==> config.mk <==
export PLATFORM = sky130hd
export DESIGN_NAME = uart_tx_ctrl
export DESIGN_NICKNAME = d
export VERILOG_FILES = /design/src/rtl/uart_tx_ctrl.sv
export SDC_FILE = /design/constraint.sdc
export NUM_CORES = 1
export LEC_CHECK = 0
export ABC_AREA = 1
export CORE_MARGIN = 4
export CORE_UTILIZATION = 54
export CTS_BUF_LIST = sky130_fd_sc_hd__clkbuf_16
export DETAILED_ROUTE_END_ITERATION = 10
export HOLD_SLACK_MARGIN = 0.03
export PLACE_DENSITY = 0.93
export SLEW_MARGIN = 20
export SYNTH_ARGS = -nofsm -noshare
export SYNTH_HDL_FRONTEND = slang
export SYNTH_SLANG_ARGS = --single-unit
==> constraint.sdc <==
create_clock -name CLK -period 2.1 [get_ports CLK]
set_clock_uncertainty 0.15 [all_clocks]
set_input_delay 0.21 -clock CLK [delete_from_list [all_inputs] [get_ports CLK]]
set_output_delay 0.21 -clock CLK [all_outputs]
set_load 0.1 [all_outputs]
==> src/rtl/uart_tx_ctrl.sv <==
// uart_tx_ctrl
// UART transmit controller and serializer. Accepts a parallel word on a valid
// strobe and sequences a start / data (LSB first) / optional parity / stop
// frame, one bit per CLK, feeding a downstream registered TX output mux.
//
// Ports:
//   CLK         in   1           baud-rate clock, rising edge
//   RST         in   1           asynchronous, active-low reset
//   P_DATA      in   DATA_WIDTH  parallel payload, sampled on accept
//   Data_Valid  in   1           payload valid strobe, honoured only in IDLE
//   PAR_EN      in   1           1 = insert parity bit, sampled on accept
//   PAR_TYP     in   1           0 = even, 1 = odd, sampled on accept
//   SER_Data    out  1           current serial data bit (shift_reg[0])
//   PAR_Bit     out  1           parity of the latched payload
//   Mux_Sel     out  2           00 start, 01 idle/stop, 10 data, 11 parity
//   Busy        out  1           1 while a frame is in progress
module uart_tx_ctrl #(
  parameter int DATA_WIDTH = 8
) (
  input  logic                  CLK,
  input  logic                  RST,
  input  logic [DATA_WIDTH-1:0] P_DATA,
  input  logic                  Data_Valid,
  input  logic                  PAR_EN,
  input  logic                  PAR_TYP,
  output logic                  SER_Data,
  output logic                  PAR_Bit,
  output logic [1:0]            Mux_Sel,
  output logic                  Busy
);

  localparam int CW = $clog2(DATA_WIDTH);

  typedef enum logic [2:0] {
    IDLE   = 3'd0,
    START  = 3'd1,
    DATA   = 3'd2,
    PARITY = 3'd3,
    STOP   = 3'd4
  } state_t;

  state_t                state;
  state_t                next_state;
  logic [DATA_WIDTH-1:0] shift_reg;
  logic [CW-1:0]         bit_cnt;
  logic                  par_en_q;
  logic                  last_bit;

  assign last_bit = (bit_cnt == CW'(DATA_WIDTH - 1));
  assign SER_Data = shift_reg[0];

  always_ff @(posedge CLK or negedge RST) begin
    if (!RST) state <= IDLE;
    else      state <= next_state;
  end

  // Next state and Moore outputs; unused encodings fall back to IDLE.
  always_comb begin
    next_state = IDLE;
    Mux_Sel    = 2'b01;
    Busy       = 1'b0;
    case (state)
      IDLE: begin
        next_state = Data_Valid ? START : IDLE;
      end
      START: begin
        Mux_Sel    = 2'b00;
        Busy       = 1'b1;
        next_state = DATA;
      end
      DATA: begin
        Mux_Sel = 2'b10;
        Busy    = 1'b1;
        if (last_bit) next_state = par_en_q ? PARITY : STOP;
        else          next_state = DATA;
      end
      PARITY: begin
        Mux_Sel    = 2'b11;
        Busy       = 1'b1;
        next_state = STOP;
      end
      STOP: begin
        Mux_Sel    = 2'b01;
        Busy       = 1'b1;
        next_state = IDLE;
      end
      default: begin
        next_state = IDLE;
      end
    endcase
  end

  // Datapath. The counter holds on the last data bit rather than wrapping,
  // so it never overflows its $clog2 width within a frame.
  always_ff @(posedge CLK or negedge RST) begin
    if (!RST) begin
      shift_reg <= '0;
      bit_cnt   <= '0;
      par_en_q  <= 1'b0;
      PAR_Bit   <= 1'b0;
    end else begin
      case (state)
        IDLE: begin
          if (Data_Valid) begin
            shift_reg <= P_DATA;
            par_en_q  <= PAR_EN;
            PAR_Bit   <= PAR_TYP ? ~^P_DATA : ^P_DATA;
          end
        end
        START: begin
          bit_cnt <= '0;
        end
        DATA: begin
          shift_reg <= {1'b0, shift_reg[DATA_WIDTH-1:1]};
          if (!last_bit) bit_cnt <= bit_cnt + CW'(1);
        end
        default: begin
        end
      endcase
    end
  end

endmodule

==> metrics.csv, run 1 <==
metric;value;unit
outcome;finished clean;
Compound-Gate Fraction of Synth Area;12.9;%
mux contribution to synthesized area;0;%
PortBufs;17;
met2 WL post-DR;1100;um
area grow syn2layout;28.6;%
CP Max Fanout;4;
cell depth of the worst flop-to-flop path;5;
Min Clock Period, post-route;1.66;ns
fmax;0.602;GHz
GPL Wtd Cong;0.775;
Synth top area share;43.1;%
routed length per instance;14.2;um
H-Tree Depth;1;
Via Count;833;
Final setup viols;0;
Hold Buf Count CTS;0;
Remaining DRCs;0;
register area share after synthesis;43.1;%
Hold Violations, Final;0;
CTS tree;done;
Layout Cells excl Fill;149;
placed cell count;146;
placed cell area;1120;um^2
die width;49.5;um
maximum clock path buffer count;2;
Syn. warnings;0;
R2R Path End;shift_reg[3];
Reg clk slew, reported paths;0.05;ns
Syn Std Cell Area;928;um^2
Detailed Routing Iterations Pass 1;4;
PwrDens;1800;nW/um^2
# clock sinks;16;
Final TNS setup;0;ns
Setup crit start kind;flip-flop;
FP Rows;14;
clock power share;16.8;%
RSZ-0062 raised after global routing;false;
top post-synthesis cells by area;dfrtp_1, nand2_1, o22ai_2;
CTS Buf Count;3;
CP required;1.74;ns
CP Data Arrival Time;1.30;ns
Initial Util;59.6;%
pin count of the biggest net entering global routing;17;
Final #Nets;150;
initial DRC count;26;
max-cap viol count;0;
WL met1;826;um
worst min-delay path class;input port to async pin;
Synth Area in Adders;2.70;%
ant diodes;0;
Setup crit end kind;output port;
vias in the first global route;852;
Syn Inst Count;115;
Finished Cell Area;1190;um^2
Reg power frac;26.4;%
leak pwr;0.602;nW
detail-routed via count per cell;5.59;
Reg2Reg Setup Slack;0.48;ns
hpwl dp;1490;um
layout cells sized above 1;16.5;%
Slew Viols, Final;0;
xor and xnor area share after synthesis;2.83;%
multi-input logic area;459;um^2
cell taking the most area after synthesis;dfrtp_1;
Worst IR Drop VDD;1.01;mV
grt ovf;0;
# IOs;18;
number of flip-flops in the largest register;8;
post-route ant nets;0;
fill count;108;
clk_lat worst skew;0.24;ns
WL met3;133;um
synthesized net count;130;
combinational power share;56.7;%
post-synthesis simple-gate area fraction;29.9;%
max-slew headroom at the worst pin;50.1;%
switch share;49.8;%
final wirelength;2120;um
top sig layer;met4;
clock root cell;clkbuf_16;
Sequential Area;400;um^2
antenna violations before repair;0;
cell-internal power;1.08;mW
actual slew at the worst max-slew pin;0.746;ns
Avg Inst Size Synth;8.07;um^2
register bit total from synthesis;16;
Crit Reg-Reg Startpoint;state[0];
Final period util;79.1;%
first-pass GRT wire length;3500;um
setup bufs post-CTS;0;
number of gates resized after CTS;0;
GRT Total Usage;18.5;%
Die Ht;49.5;um
largest family of logic cells by synthesized area;simple AND/OR/NAND/NOR gates;
core area;1560;um^2
die area;2450;um^2
Synth cell types;17;
critical path class;flip-flop to output port;
Psw;1.07;mW
[worst max-delay path: stages (launching register included)]
cell and delay, ns:
dfrtp_1 0.41, nor2_2 0.23, nor2_1 0.06, o21ai_1 0.14
buf_12 0.21
[cell usage in the layout (no fill, tap or decap)]
cell type	n
nor2_2	2
inv_1	14
clkbuf_16	3
o21a_1	1
o21ai_1	2
nand2_1	29
dfrtp_1	16
nand2_4	1
inv_2	1
xor2_2	1
o21ai_0	3
ha_1	2
buf_12	2
clkdlybuf4s50_1	12
nand3_2	2
buf_4	3
o22ai_2	7
nand3_1	12
nor2_1	18
xnor2_1	1
xor2_1	1
[Yosys cell counts (all sizes together)]
cell type   n
buf         2
dfrtp      16
ha          2
inv        15
nand2      30
nand3      14
nor2       20
o21a        1
o21ai       5
o22ai       7
xnor2       1
xor2        2
[worst max path at each step]
| stage | start | end | slack (ns) | cells after the start |
|---|---|---|---|---|
| after floorplan | state[1] | Mux_Sel[0] | -0.06 | 2 |
| after global placement | P_DATA[2] | PAR_Bit | 0.54 | 10 |
| after detailed placement | P_DATA[2] | PAR_Bit | 0.49 | 10 |
| after CTS | state[0] | Mux_Sel[0] | 0.43 | 4 |
| after global routing | state[0] | shift_reg[3] | 0.35 | 5 |
| final | state[0] | Mux_Sel[0] | 0.44 | 4 |
[power groups by stage]
stage	Combinational, mW	Clock (mW)	Sequential (mW)
2_1_floorplan	0.792	0	0.675
3_3_place_gp	1.16	0	0.554
3_5_place_dp	1.21	0	0.563
4_1_cts	1.22	0.364	0.563
5_1_grt	1.30	0.375	0.580
6_report	1.22	0.361	0.567
[stage by stage]
stage                     power [mW]  setup WS [ns]  hold WS (ns)  util (%)
after floorplan                 1.47        -0.0639        -0.236         -
after global placement          1.72          0.540         0.337      71.7
after detailed placement        1.77          0.493         0.346      71.7
after CTS                       2.15          0.425         0.285      76.6
after global routing            2.25          0.355         0.350      76.6
final                           2.14          0.438         0.264      76.6
[metal layers]
metal,GRT usage [%],vias up
li1,-,402
met1,19.9,392
met2,35.3,33
met3,2.41,6
met4,8.76,0
met5,0,-
[logic make-up after synthesis]
kind of cell,after synthesis
and+or+nand+nor,64
DFF,16
adders and majority gates,2
buffers and inverters,17
xor gates and xnor gates,3
AOI/OAI and AO/OA,13
[area by class of cell]
class / instances / area share, %
inverter: 15 / 4.72
multi-input combinational: 82 / 38.5
timing repair buffer: 17 / 15.3
clock buffer: 3 / 6.29
tap: 16 / 1.68
sequential: 16 / 33.5
(Power assumes the default switching activity.)
==> inputs of run 2 (changes only) <==
- CORE_UTILIZATION: 54 -> 45
- PLACE_DENSITY: 0.93 -> 0.84
- clock period: 2.1 -> 1.4 ns (I/O delays scaled with it)
==> run 2 against run 1 <==
Compared with the run above:
- the flow now finishes with violations (negative setup slack)
- global-route usage up 2.2 points
- critical endpoint is now Busy
- worst hold slack worse by 0.20 ns
- combinational power up 120%
- sequential cell count unchanged
- die area up 17%
==> metrics.csv, run 2 (synthesis gave the netlist of run 1 again) <==
metric;value;unit;change
grt ovf;0;;unchanged
core area;1960;um^2;+26%
leak pwr;0.721;nW;+20%
initial DRC count;15;;-42%
GRT busiest layer;met2;;
placed cell count;170;;+16%
pin count of the biggest net entering global routing;17;;unchanged
max-cap viol count;0;;unchanged
crit path cell chain;nor2_2 > buf_6 > xor2_4 > buf_12;;
vias in the first global route;902;;+5.9%
area grow syn2layout;65.4;%;
most common cell after layout, fill and taps aside;nand2_1;;
PwrDens;2660;nW/um^2;+48%
post-place setup slack;-0.134;ns;-0.626 ns
CP max stage delay;0.38;ns;-0.03 ns
post-route ant nets;0;;unchanged
post-route setup slack;-0.155;ns;-0.593 ns
CP required;1.11;ns;-0.63 ns
Die Ht;53.4;um;+8.0%
GRT Total Usage;20.7;%;+2.2 points
Detailed Routing Iterations Pass 1;4;;unchanged
PortBufs;17;;unchanged
antenna violations before repair;0;;unchanged
Worst IR Drop VDD;2.05;mV;+100%
CTS Buf Count;3;;unchanged
routing usage on met3;5.92;%;+3.5 points
CP Data Arrival Time;1.26;ns;-0.04 ns
Setup crit end kind;output port;;
maximum clock path buffer count;2;;unchanged
H-Tree Depth;1;;unchanged
die area;2850;um^2;+17%
total power;4.09;mW;+91%
Min Clock Period, post-route;1.55;ns;
failing checks;negative setup slack;;
final wirelength;2580;um;+22%
FP Rows;16;;+2
Initial Util;47.3;%;-12 points
routed length per instance;14.5;um;+1.9%
crit-path leading delay family;flip-flops;;
Final period util;111;%;
fmax;0.643;GHz;
critical path's slowest cell;dfrtp_1;;
Slew Viols, Final;0;;unchanged
Via Count;915;;+9.8%
clk_lat worst skew;0.25;ns;about the same
Hold Violations, Final;0;;unchanged
layout cells sized above 1;39.1;%;+23 points
# clock sinks;16;;unchanged
hpwl dp;1670;um;+13%
critical path class;flip-flop to output port;;
Final #Nets;167;;+11%
crit path buf inv count;2;;+1
max-slew headroom at the worst pin;85.4;%;+35 points
number of flip-flops in the largest register;8;;unchanged
Reg clk slew, reported paths;0.05;ns;about the same
Final setup viols;6;;+6
GPL Wtd Cong;0.724;;-6.6%
die width;53.4;um;+8.0%
Hold Buf Count CTS;0;;unchanged
# IOs;18;;unchanged
worst min-delay path class;input port to async pin;;
clock root cell;clkbuf_16;;
first-pass GRT wire length;4010;um;+15%
final core utilization;78.3;%;+1.7 points
CTS tree;done;;
Layout Cells excl Fill;178;;+19%
CP Max Fanout;2;;-2
actual slew at the worst max-slew pin;0.219;ns;-0.527 ns
RSZ-0062 raised after global routing;true;;
detail-routed via count per cell;5.14;;-8.1%
Remaining DRCs;0;;unchanged
GR Layer Usage met1;20.1;%;+0.15 points
ant diodes;0;;unchanged
Setup crit start kind;flip-flop;;
met2 usage;39.4;%;+4.1 points
most frequent cells in the layout;nand2_1, dfrtp_1, buf_4;;
outcome;complete, but fails checks;;
run 2: changes by cell type in the layout (fill, tap and decap cells not counted), sizes merged:
cell,change
buf,+17
clkinv,+1
run 2: routing by layer:
layer / vias to the layer above / wire length, um
li1: 442 / -
met3: 8 / 133
met4: 0 / 80
met2: 32 / 1460
met5: - / 0
met1: 433 / 901
run 2: stage by stage:
stage	hold WS [ns]	instance area [um^2]	setup TNS [ns]
after global routing	0.0873	1540	-0.850
final	0.0648	1540	-0.319
after CTS	0.0716	1470	-0.337
after floorplan	-0.306	958	-0.308
after global placement	0.332	1300	-0.0330
after detailed placement	0.338	1300	-0.163
run 2: what timing repair did:
action                     CTS  global route
pin swaps                    2             8
resized for setup           11            24
cloned                       1             0
setup buffers                3             0
setup endpoints to repair    6            18
run 2: power by group:
part | total, mW | switching (mW) | internal [mW]
logic | 2.63 | 1.55 | 1.08
clock network | 0.564 | 0.185 | 0.379
registers | 0.901 | 0.222 | 0.679
total | 4.09 | 1.96 | 2.13
run 2: cell type report:
type | count | area, um^2
Inverter | 15 | 58.8
Sequential cell | 16 | 400
Tap cell | 27 | 33.8
Clock buffer | 3 | 75.1
Timing Repair Buffer | 34 | 392
Clock inverter | 1 | 3.75
Multi-Input combinational cell | 82 | 572
Fill cell | 145 | 427
run 2: worst paths after layout:
kind	start	to	slack, ns	cells after the start
max	state[0]	Busy	-0.15	4
min	RST	par_en_q	0.06	2
max reg2reg	state[0]	shift_reg[5]	-0.03	7
min reg2reg	bit_cnt[1]	bit_cnt[1]	0.36	2
max in group asynchronous	RST	shift_reg[0]	0.85	2
min in group CLK	PAR_EN	par_en_q	0.33	3
